--- config.mk ---
export PLATFORM = sky130hd
export DESIGN_NAME = can_stuff
export DESIGN_NICKNAME = d
export VERILOG_FILES = /design/src/rtl/can_pkg.sv /design/src/rtl/can_bit_timer.sv /design/src/rtl/can_stuff.sv
export SDC_FILE = /design/constraint.sdc
export NUM_CORES = 1
export LEC_CHECK = 0
export CORE_AREA = 2 2 39 41
export CTS_CLUSTER_DIAMETER = 200
export DETAILED_ROUTE_END_ITERATION = 16
export DIE_AREA = 0 0 41 43
export PLACE_DENSITY = 0.73
export SYNTH_ARGS = -nofsm -noshare
export SYNTH_HDL_FRONTEND = slang
export SYNTH_HIERARCHICAL = 1
export SYNTH_SLANG_ARGS = --single-unit
export TNS_END_PERCENT = 20
--- constraint.sdc ---
create_clock -name i_Clock -period 2.8 [get_ports i_Clock]
set_clock_uncertainty 0.05 [all_clocks]
set_input_delay 0.28 -clock i_Clock [delete_from_list [all_inputs] [get_ports i_Clock]]
set_output_delay 0.28 -clock i_Clock [all_outputs]
set_load 0.05 [all_outputs]
--- src/rtl/can_pkg.sv ---
// can_pkg: shared CAN bit-level constants and the TX boundary action type.
// Used by can_stuff and can_bit_timer. Optional feature macro: CAN_BIT_MONITOR_EN.
package can_pkg;

    // Bus levels: dominant is the driven low level, recessive is the idle high level.
    localparam logic CAN_RECESSIVE = 1'b1;
    localparam logic CAN_DOMINANT  = 1'b0;

    // Default bit timing and stuffing rule.
    localparam int CAN_CLKS_PER_BIT = 10;
    localparam int CAN_STUFF_LEN    = 5;
    localparam int CAN_SAMPLE_PT    = 7;

    // What the TX register does at the end of the current bit time.
    typedef enum logic [1:0] {
        TX_HOLD  = 2'd0,   // not a boundary cycle, keep the line
        TX_STUFF = 2'd1,   // insert a complementary stuff bit
        TX_DATA  = 2'd2,   // load the offered frame bit
        TX_IDLE  = 2'd3    // nothing offered, go recessive
    } tx_action_t;

    // Width of a counter that must hold 0..max_val.
    function automatic int cnt_width(input int max_val);
        return (max_val > 1) ? $clog2(max_val + 1) : 1;
    endfunction

endpackage

--- src/rtl/can_bit_timer.sv ---
// can_bit_timer: free-running bit-time counter producing the boundary strobe
// (last cycle of a bit) and, when CAN_BIT_MONITOR_EN is defined, the sample-point strobe.
// Shared between the TX stuffer and the RX destuff path.
module can_bit_timer
    import can_pkg::*;
#(
    parameter int CLKS_PER_BIT = CAN_CLKS_PER_BIT
`ifdef CAN_BIT_MONITOR_EN
    ,
    parameter int SAMPLE_PT    = CAN_SAMPLE_PT
`endif
) (
    input  logic i_Clock,
    input  logic i_Reset,
    output logic o_Boundary
`ifdef CAN_BIT_MONITOR_EN
    ,
    output logic o_Sample
`endif
);

    localparam int               CNT_W    = cnt_width(CLKS_PER_BIT - 1);
    localparam logic [CNT_W-1:0] LAST_CNT = CNT_W'(CLKS_PER_BIT - 1);

    logic [CNT_W-1:0] r_bit_cnt;

    // Count 0..CLKS_PER_BIT-1 and wrap; reset restarts the bit time at 0.
    always_ff @(posedge i_Clock) begin
        if (i_Reset) begin
            r_bit_cnt <= '0;
        end else if (r_bit_cnt == LAST_CNT) begin
            r_bit_cnt <= '0;
        end else begin
            r_bit_cnt <= r_bit_cnt + CNT_W'(1);
        end
    end

    assign o_Boundary = (r_bit_cnt == LAST_CNT);

`ifdef CAN_BIT_MONITOR_EN
    assign o_Sample = (r_bit_cnt == CNT_W'(SAMPLE_PT));
`endif

endmodule

--- src/rtl/can_stuff.sv ---
// can_stuff: transmit-side CAN bit stuffer and bit-time serializer.
// Accepts one frame bit per bit time over valid/ready and inserts a complementary
// stuff bit after STUFF_LEN equal bits inside the stuff region.
// Optional feature macro: CAN_BIT_MONITOR_EN (adds i_Rx_Serial / o_Bit_Error).
module can_stuff
    import can_pkg::*;
#(
    parameter int CLKS_PER_BIT = CAN_CLKS_PER_BIT,
    parameter int STUFF_LEN    = CAN_STUFF_LEN
`ifdef CAN_BIT_MONITOR_EN
    ,
    parameter int SAMPLE_PT    = CAN_SAMPLE_PT
`endif
) (
    input  logic i_Clock,
    input  logic i_Reset,
    input  logic i_Stuff_En,
    input  logic i_Tx_Bit,
    input  logic i_Tx_Valid,
    output logic o_Tx_Ready,
    output logic o_Tx_Serial,
    output logic o_Bit_Strobe,
    output logic o_Stuff_Bit,
    output logic o_Underrun
`ifdef CAN_BIT_MONITOR_EN
    ,
    input  logic i_Rx_Serial,
    output logic o_Bit_Error
`endif
);

    localparam int               RUN_W   = cnt_width(STUFF_LEN);
    localparam logic [RUN_W-1:0] RUN_MAX = RUN_W'(STUFF_LEN);
    localparam logic [RUN_W-1:0] RUN_ONE = RUN_W'(1);

    logic             w_boundary;
    logic             w_stuff_req;
    logic [RUN_W-1:0] w_run_inc;
    tx_action_t       w_action;

    logic [RUN_W-1:0] r_run;          // length of the current equal-bit run on the line
    logic             r_last;         // last bit driven inside the current frame
    logic             r_region;       // stuff-region flag of the last data bit sent
    logic             r_tx_serial;
    logic             r_bit_strobe;
    logic             r_stuff_bit;
    logic             r_underrun;

`ifdef CAN_BIT_MONITOR_EN
    logic w_sample;
    logic r_bit_error;
`endif

    can_bit_timer #(
        .CLKS_PER_BIT (CLKS_PER_BIT)
`ifdef CAN_BIT_MONITOR_EN
        ,
        .SAMPLE_PT    (SAMPLE_PT)
`endif
    ) u_bit_timer (
        .i_Clock    (i_Clock),
        .i_Reset    (i_Reset),
        .o_Boundary (w_boundary)
`ifdef CAN_BIT_MONITOR_EN
        ,
        .o_Sample   (w_sample)
`endif
    );

    // The region flag travels with the last data bit, so a run that completes on the
    // final CRC bit is still stuffed even though i_Stuff_En has already dropped.
    assign w_stuff_req = r_region && (r_run == RUN_MAX);
    assign o_Tx_Ready  = w_boundary && !w_stuff_req;
    // Run length saturates once it reaches STUFF_LEN (only possible outside the region).
    assign w_run_inc   = (r_run == RUN_MAX) ? r_run : (r_run + RUN_ONE);

    // Pick the boundary action: a pending stuff bit beats new data, data beats idle.
    always_comb begin
        w_action = TX_HOLD;
        if (w_boundary) begin
            if (w_stuff_req) begin
                w_action = TX_STUFF;
            end else if (i_Tx_Valid) begin
                w_action = TX_DATA;
            end else begin
                w_action = TX_IDLE;
            end
        end
    end

    // TX line, run tracking and per-bit status; everything updates on the boundary edge.
    always_ff @(posedge i_Clock) begin
        if (i_Reset) begin
            r_run        <= '0;
            r_last       <= CAN_RECESSIVE;
            r_region     <= 1'b0;
            r_tx_serial  <= CAN_RECESSIVE;
            r_bit_strobe <= 1'b0;
            r_stuff_bit  <= 1'b0;
            r_underrun   <= 1'b0;
        end else begin
            r_bit_strobe <= w_boundary;
            r_underrun   <= 1'b0;
            unique case (w_action)
                TX_STUFF: begin
                    // The stuff bit starts the next run.
                    r_tx_serial <= ~r_last;
                    r_last      <= ~r_last;
                    r_run       <= RUN_ONE;
                    r_stuff_bit <= 1'b1;
                end
                TX_DATA: begin
                    r_tx_serial <= i_Tx_Bit;
                    r_last      <= i_Tx_Bit;
                    r_run       <= (i_Tx_Bit == r_last) ? w_run_inc : RUN_ONE;
                    r_region    <= i_Stuff_En;
                    r_stuff_bit <= 1'b0;
                end
                TX_IDLE: begin
                    r_tx_serial <= CAN_RECESSIVE;
                    r_last      <= CAN_RECESSIVE;
                    r_run       <= '0;
                    r_region    <= 1'b0;
                    r_stuff_bit <= 1'b0;
                    r_underrun  <= i_Stuff_En;
                end
                default: begin
                    r_run <= r_run;
                end
            endcase
        end
    end

    assign o_Tx_Serial  = r_tx_serial;
    assign o_Bit_Strobe = r_bit_strobe;
    assign o_Stuff_Bit  = r_stuff_bit;
    assign o_Underrun   = r_underrun;

`ifdef CAN_BIT_MONITOR_EN
    // Raw read-back mismatch at the sample point; the frame layer decides when it matters.
    always_ff @(posedge i_Clock) begin
        if (i_Reset) begin
            r_bit_error <= 1'b0;
        end else begin
            r_bit_error <= w_sample && (i_Rx_Serial != r_tx_serial);
        end
    end

    assign o_Bit_Error = r_bit_error;
`endif

endmodule
# Word-level counts from Yosys, hierarchy flattened
# Index checks and enable logic that the tools add are counted.
# Widths: inputs -> output; s select.
[word_totals]
regBits = 12
in_bits = 5
output_inout_bits = 5
[classes]
add_sub_neg = 2
n_eq_ne = 7
n_mux = 9
n_bitwise = 2
n_reduce_logical = 10
[ops]
columns = ["operator", "n"]
rows = [
  ["$pmux 3 s3", 1],
  ["$mux 3", 2],
  ["$reduce_or 2->1", 3],
  ["$add 4x1->4 const B", 1],
  ["$eq 2x2->1 const B", 2],
  ["$eq 4x4->1 const B", 1],
  ["$mux 2", 2],
  ["$pmux 1 s2", 2],
  ["$reduce_bool 2->1", 2],
  ["$add 3x1->3 const B", 1],
  ["$eq 3x3->1 const B", 1],
  ["$ne 3x3->1 const B", 1],
  ["$pmux 1 s3", 1],
  ["$reduce_bool 3->1", 1],
  ["$eq 2x1->1 const B", 1],
  ["$logic_and 1x1->1", 2],
  ["$not 1->1", 2],
  ["$reduce_and 2->1", 1],
  ["$eq 1x1->1", 1],
  ["$logic_not 1->1", 1],
  ["$mux 1", 1],
]

# Longest topological paths before layout
# Gate-level depths: netlist of run 1.
[depth]
word_depth = 7
ltp_mapped = 8

# Hierarchy
# Netlist of run 1, hierarchy kept.
[by_module_without_submodules]
columns = ["module", "instances", "cells_per_inst", "area_per_inst_um2", "seq_area_each_um2"]
rows = [
  ["can_stuff", 1, 44, 417.9, 160.2],
  ["can_bit_timer", 1, 20, 183.9, 80.1],
]

# Least setup slack after synthesis of run 1
# No wires, ideal clock.
[synth_timing]
kind = "flip-flop to output port"
start = "reg u_bit_timer.r_bit_cnt[0]"
end = "out o_Tx_Ready"
arrival_ps = 1257
t_required_ps = 2470
setup_slack_ps = 1213
path_stages_with_launch = 7
n_path_buf = 1
path_cell_list = "dfxtp_1 -> ha_1 -> nand2_1 -> nor2_1 -> buf_2 -> nand2_1 -> inv_1"
[synth_between]
elab_chain_len = 2
[synth_rtl]
columns = ["item", "line", "text"]
rows = [
  ["start: declaration", "can_bit_timer.sv:25", "logic [CNT_W-1:0] r_bit_cnt;"],
  ["start signal: assignment", "can_bit_timer.sv:34", "r_bit_cnt <= r_bit_cnt + CNT_W'(1);"],
  ["$eq 4x4->1", "can_bit_timer.sv:38", "assign o_Boundary = (r_bit_cnt == LAST_CNT);"],
  ["via w_boundary", "can_stuff.sv:36", "logic w_boundary;"],
  ["$logic_and 1x1->1", "can_stuff.sv:73", "assign o_Tx_Ready = w_boundary && !w_stuff_req;"],
  ["end: declaration", "can_stuff.sv:20", "output logic o_Tx_Ready,"],
]
# The timed path passes the listed nets, and every way through them passes these cells.

# Worst setup path in the final report of run 1
# Same ends and word-level chain as after synthesis.

==> summary.md, run 1 <==
| Metric | Value |
|---|---|
| Status | `finished, final reports clean` |
| Fin worst setup slack | `0.452 ns` |
| Antenna violations before repair | `0` |
| Largest net degree at the start of global routing | `12` |
| Gpl congestion | `0.767` |
| Logic pwr share | `6.5%` |
| Power Dens Cells | `448 nW/um^2` |
| Final Hold Vio Count | `0` |
| Max-cap violation count | `0` |
| DRC Markers | `0` |
| Drt pass-1 iters | `4` |
| Clock Path Buffers | `2` |
| I/O pins | `10` |
| Grt met1 use | `21.9%` |
| Maximum operating frequency | `426 MHz` |
| Initial DRC count | `10` |
| TritonCTS clock tree | `done` |
| Slew headroom | `66.5%` |
| Rows | `14` |
| Clk network pwr share | `39.9%` |
| Total power | `0.333 mW` |
| Vias per std cell | `5.41` |
| Post-synth EDFFs | `0` |
| Total Wirelength | `1.06 mm` |
| RSZ-0062 raised after global routing | `false` |
| Core area | `1380 sq um` |
| Sw frac | `20.7%` |
| Met2 global-route usage | `24.4%` |
| Number of setup violations in the final report | `0` |
| Internal | `0.264 mW` |
| Placed insts | `87` |
| Area Overhead vs Synth | `23.5%` |
| Worst-path fanout max | `5` |
| # nets final | `85` |
| Data required time of the worst path | `2.47 ns` |
| IR drop worst, VDD | `0.000347 V` |
| ANT nets after route | `0` |
| Grt ovf | `0` |
| Setup TNS | `0 ns` |
| Gate Count Post-Synth | `64` |
| First-pass GRT wire length | `1.97 mm` |
| CTS Sinks | `12` |
| Synth area leader | `dfxtp_1` |
| Die area | `1760 sq um` |
| Sequential share of power | `53.6%` |
| Proportion of layout cells with a drive suffix above 1 | `13.3%` |
| Initial Util | `43.5%` |
| Crit Path Class | `reg2out` |
| Top cells by count, synth | `12 x dfxtp_1, 5 x inv_1, 4 x ha_1, 4 x nand2_1, 4 x nor2_1` |
| Total Routing Usage GR | `16.5%` |
| Clk root buf | `clkbuf_4` |
| Clk slew on worst S/H paths | `0.07 ns` |
| P_leak | `0.270 nW` |
| Met3 usage | `5.24%` |
| Number of buffers created by CTS | `3` |
| Yosys cell types | `31` |
| Die Y | `43 microns` |
| Most common cell in the synthesized netlist | `dfxtp_1` |
| Number of port buffers | `9` |
| N_diodes | `0` |
| Worst skew pair latency | `0.26 ns` |
| Reg-to-reg slack, setup | `1.24 ns` |
| Critical Path Source Type | `flop` |
| Die X | `41 microns` |
| H-tree Lvls | `1` |
| Post-cts sizing count | `0` |
| Top cells by area, synth | `dfxtp_1 40%, ha_1 8.3%, mux2i_1 3.3%, inv_1 3.1%, nand4_1 3.1%` |
| Post-CTS Setup Inserts | `0` |
| Syn Std Cell Area | `602 sq um` |
| Vias in the first global route | `482` |
| Final cell count without fillers | `91` |
| Mapped Nets | `73` |
| Min cycle time layout | `2.35 ns` |
| Drt wl/cell | `11.6 microns` |
| Worst-margin pin slew | `0.501 ns` |
| Synth Flop Type | `dfxtp_1` |
| CP endpoint kind | `output pin` |
| YS warnings | `6` |
| Psw | `0.0690 mW` |
| Worst Hold Class | `reg2reg` |
| Final max-slew violation count | `0` |
| Final Cycle Share | `83.9%` |
| Hold_buf cts | `0` |
| Share of the synthesized area in the top cell type | `39.9%` |
| Critical Path AT | `2.02 ns` |
| Synth async-reset ratio | `0%` |
| Vias post-DR | `492` |
| Sequential area share after synthesis | `39.9%` |
| Syn Area/Cell | `9.40 sq um` |
| Post-DP HPWL | `783 microns` |
| Number of synthesized register bits | `12` |
| GR peak layer | `met2` |
| Dpl ws | `0.754 ns` |
==> final cells by class <==
cell class / instances / area (sq um)
fillers: 127 / 641
clock buffers: 4 / 36.3
well taps: 16 / 20.0
repair buffers: 10 / 97.6
flip-flops and latches: 12 / 240
multi-input cells: 44 / 330
inverters: 5 / 18.8
==> power groups by stage <==
stage          Sequential (mW)  Combinational [mW]  Clock (mW)
3_5_place_dp             0.183              0.0219           0
5_1_grt                  0.179              0.0249       0.142
3_3_place_gp             0.182              0.0216           0
2_1_floorplan            0.182              0.0131           0
4_1_cts                  0.178              0.0219       0.138
6_report                 0.178              0.0217       0.133
==> placed cells by master (no fill, tap or decap), types with 2 or more instances in the layout <==
cell	Yosys	layout
dfxtp_1	12	12
clkdlybuf4s50_1	0	9
inv_1	5	5
nand2_1	4	4
nor2_1	4	4
ha_1	4	4
nand3_1	3	3
nand4_1	3	3
a21oi_1	3	3
clkbuf_4	0	3
mux2i_1	2	2
nand4b_1	2	2
==> per-layer routing <==
layer / wire (microns) / share of wire [%]
met3: 56 / 5.3
met5: 0 / 0
met2: 485 / 46
met1: 506 / 48
met4: 10 / 0.95
==> state kept, by name, summed over array words and instances (netlist names) <==
name and count:
o_Underrun 1, o_Bit_Strobe 1, o_Tx_Serial 1, r_run 3
r_region 1, o_Stuff_Bit 1, u_bit_timer/r_bit_cnt 4
==> cells by family after synthesis <==
group / count (synthesis) / share of synthesized area [%]
AOI/OAI and AO/OA: 12 / 16.0
xor gates and xnor gates: 1 / 2.70
adders and majority gates: 4 / 8.32
buffers and inverters: 8 / 5.20
DFF: 12 / 39.9
muxes: 2 / 3.33
and+or+nand+nor: 25 / 24.5
==> worst paths after layout <==
| kind | start | endpoint | cells after the start |
|---|---|---|---|
| worst max register to register | u_bit_timer/r_bit_cnt[1]$_SDFF_PP0_ | o_Tx_Serial$_SDFFE_PP1P_ | 7 |
| worst min register to register | u_bit_timer/r_bit_cnt[0]$_SDFF_PP0_ | u_bit_timer/r_bit_cnt[0]$_SDFF_PP0_ | 1 |
| worst min-delay path | u_bit_timer/r_bit_cnt[0]$_SDFF_PP0_ | u_bit_timer/r_bit_cnt[0]$_SDFF_PP0_ | 1 |
| worst max-delay path | u_bit_timer/r_bit_cnt[0]$_SDFF_PP0_ | o_Tx_Ready | 6 |
==> worst max-delay path, cell delays in order (launching register included) <==
cell,delay [ns]
dfxtp_1,0.39
ha_1,0.18
nand2_1,0.08
nor2_1,0.14
nand2_1,0.11
inv_1,0.07
clkdlybuf4s50_1,0.79
==> per-stage QoR <==
step | hold slack [ns] | utilization, % | instance area (sq um)
after detailed placement | 0.425 | 51.1 | 707
after floorplan | 0.299 | - | 602
after global placement | 0.413 | 51.1 | 707
after global routing | 0.480 | 53.7 | 743
final | 0.433 | 53.7 | 743
after CTS | 0.442 | 53.7 | 743
Note: power is estimated with default switching activity, not from simulation.
==> run 2, diff against run 1 <==
CORE_AREA = default   (was 2 2 39 41)
CORE_MARGIN = 2   (was default)
CORE_UTILIZATION = 44   (was default)
DIE_AREA = default   (was 0 0 41 43)
PLACE_DENSITY = 0.75   (was 0.73)
clock period = 2.05 ns   (was 2.8 ns; I/O delays follow)
==> summary.md, run 2 (synthesis gave the netlist of run 1 again) <==
| Metric | Value |
|---|---|
| Vias in the first global route | `492 (+2.1%)` |
| Worst skew pair latency | `0.28 ns (+0.02 ns)` |
| Slew headroom | `66.6% (+0.12 points)` |
| Final Hold Vio Count | `0 (unchanged)` |
| Total Routing Usage GR | `19.4% (+2.9 points)` |
| Post-CTS Setup Inserts | `0 (unchanged)` |
| Hold_buf cts | `0 (unchanged)` |
| Fillers | `109 (-14%)` |
| Worst Hold Class | `reg2reg` |
| Total Wirelength | `1.20 mm (+13%)` |
| ANT nets after route | `0 (unchanged)` |
| Clock Path Buffers | `2 (unchanged)` |
| Clk root buf | `clkbuf_4` |
| Critical-path top delay cell | `dfxtp_1` |
| Worst-path fanout max | `10 (+5)` |
| Vias per std cell | `5.60 (+3.6%)` |
| Worst-path cell chain | `ha_1 -> nand2_1 -> nor2_1 -> buf_4 -> nand2_1 -> inv_1 -> buf_12` |
| Power Dens Cells | `627 nW/um^2 (+40%)` |
| Rows | `13 (-1)` |
| CTS Sinks | `12 (unchanged)` |
| Largest net degree at the start of global routing | `12 (unchanged)` |
| Placed inst area | `716 sq um (+1.2%)` |
| Initial Util | `46.8% (+3.3 points)` |
| Antenna violations before repair | `0 (unchanged)` |
| Die X | `41.0 microns (about the same)` |
| Drt wl/cell | `13.3 microns (+14%)` |
| Most repeated library cell on the critical path | `nand2_1` |
| Post-cts sizing count | `0 (unchanged)` |
| Fin worst setup slack | `0.200 ns (-0.252 ns)` |
| I/O pins | `10 (unchanged)` |
| Die Y | `41.0 microns (-4.7%)` |
| Total power | `0.471 mW (+41%)` |
| Number of setup violations in the final report | `0 (unchanged)` |
| Largest register FFs | `4 (unchanged)` |
| Top Registers | `u_bit_timer/r_bit_cnt: 4 flops, r_run: 3 flops` |
| Core area | `1280 sq um (-7.1%)` |
| Dpl ws | `0.505 ns (-0.248 ns)` |
| Proportion of layout cells with a drive suffix above 1 | `14.7% (+1.3 points)` |
| P_leak | `0.275 nW (+1.8%)` |
| Setup TNS | `0 ns (unchanged)` |
| Worst-margin pin slew | `0.499 ns (-0.00181 ns)` |
| Number of buffers created by CTS | `3 (unchanged)` |
| Vias post-DR | `504 (+2.4%)` |
| Initial DRC count | `9 (-1)` |
| TritonCTS clock tree | `done` |
| Max-cap violation count | `0 (unchanged)` |
| N_diodes | `0 (unchanged)` |
| Final max-slew violation count | `0 (unchanged)` |
| Drt pass-1 iters | `3 (-1)` |
| Finished Cell Area | `752 sq um (+1.2%)` |
| Cell family with most CP delay | `buffers and inverters` |
| Commonest non-fill, non-tap cell in the layout | `dfxtp_1` |
| # nets final | `85 (unchanged)` |
| IR drop worst, VDD | `0.000457 V (+32%)` |
| Maximum operating frequency | `540 MHz` |
| RSZ-0062 raised after global routing | `false` |
| Commonest non-fill, non-tap cells in the layout | `12 x dfxtp_1, 8 x clkdlybuf4s50_1, 5 x inv_1` |
| CP endpoint kind | `output pin` |
| Biggest register | `u_bit_timer/r_bit_cnt` |
| Critical Path AT | `1.60 ns (-0.42 ns)` |
| H-tree Lvls | `1 (unchanged)` |
| Post-DP HPWL | `798 microns (+2.0%)` |
| First-pass GRT wire length | `2.06 mm (+4.6%)` |
| Status | `finished, final reports clean` |
| Gpl congestion | `0.821 (+7.0%)` |
| Crit Path Class | `reg2out` |
| Final Cycle Share | `90.3%` |
| Final cell count without fillers | `90 (-1.1%)` |
| Grt ovf | `0 (unchanged)` |
| Placed insts | `86 (-1.1%)` |
| Area Overhead vs Synth | `24.9%` |
| Min cycle time layout | `1.85 ns` |
| DRC Markers | `0 (unchanged)` |
| Number of port buffers | `9 (unchanged)` |
| Clk slew on worst S/H paths | `0.08 ns (about the same)` |
| Die area | `1680 sq um (-4.7%)` |
| Buf/Inv on CP | `3 (+1)` |
| Data required time of the worst path | `1.79 ns (-0.68 ns)` |
| Critical Path Source Type | `flop` |
| Max stage delay on crit path | `0.42 ns (-0.37 ns)` |
==> run 2: cell types whose count changed in the layout (fill, tap and decap cells not counted), sizes merged <==
cell           change
clkdlybuf4s50      -1
buf                +1
==> run 2: final cells by class <==
type	count	area (sq um)	share of cell area, %
multi-input cells	44	330	43.9
flip-flops and latches	12	240	31.9
repair buffers	10	108	14.3
clock buffers	4	36.3	4.83
inverters	5	18.8	2.50
well taps	15	18.8	2.50
==> run 2: where the power goes <==
group	internal, mW	switching [mW]
clock	0.108	0.0886
combinational	0.0153	0.0143
sequential	0.238	0.00711
==> run 2: layer usage <==
metal,vias to the layer above,global-route usage [%],routed length [microns]
met5,-,0,0
met4,0,12.5,29
met3,4,4.89,37
met2,10,30.1,553
met1,230,23.6,578
li1,260,-,-
==> run 2: path summary, 6_finish.rpt <==
check	cells after the start	endpoint	startpoint	slack (ns)
hold / removal	1	u_bit_timer/r_bit_cnt[0]$_SDFF_PP0_	u_bit_timer/r_bit_cnt[0]$_SDFF_PP0_	0.45
setup reg to reg	7	o_Tx_Serial$_SDFFE_PP1P_	u_bit_timer/r_bit_cnt[1]$_SDFF_PP0_	0.47
hold reg to reg	1	u_bit_timer/r_bit_cnt[0]$_SDFF_PP0_	u_bit_timer/r_bit_cnt[0]$_SDFF_PP0_	0.45
setup / recovery	7	o_Tx_Ready	u_bit_timer/r_bit_cnt[0]$_SDFF_PP0_	0.20
==> run 2: per-stage QoR <==
step | hold slack (ns) | util (%)
after floorplan | 0.224 | -
after global placement | 0.413 | 55.7
after detailed placement | 0.427 | 55.7
after CTS | 0.458 | 58.5
after global routing | 0.481 | 58.5
final | 0.451 | 58.5
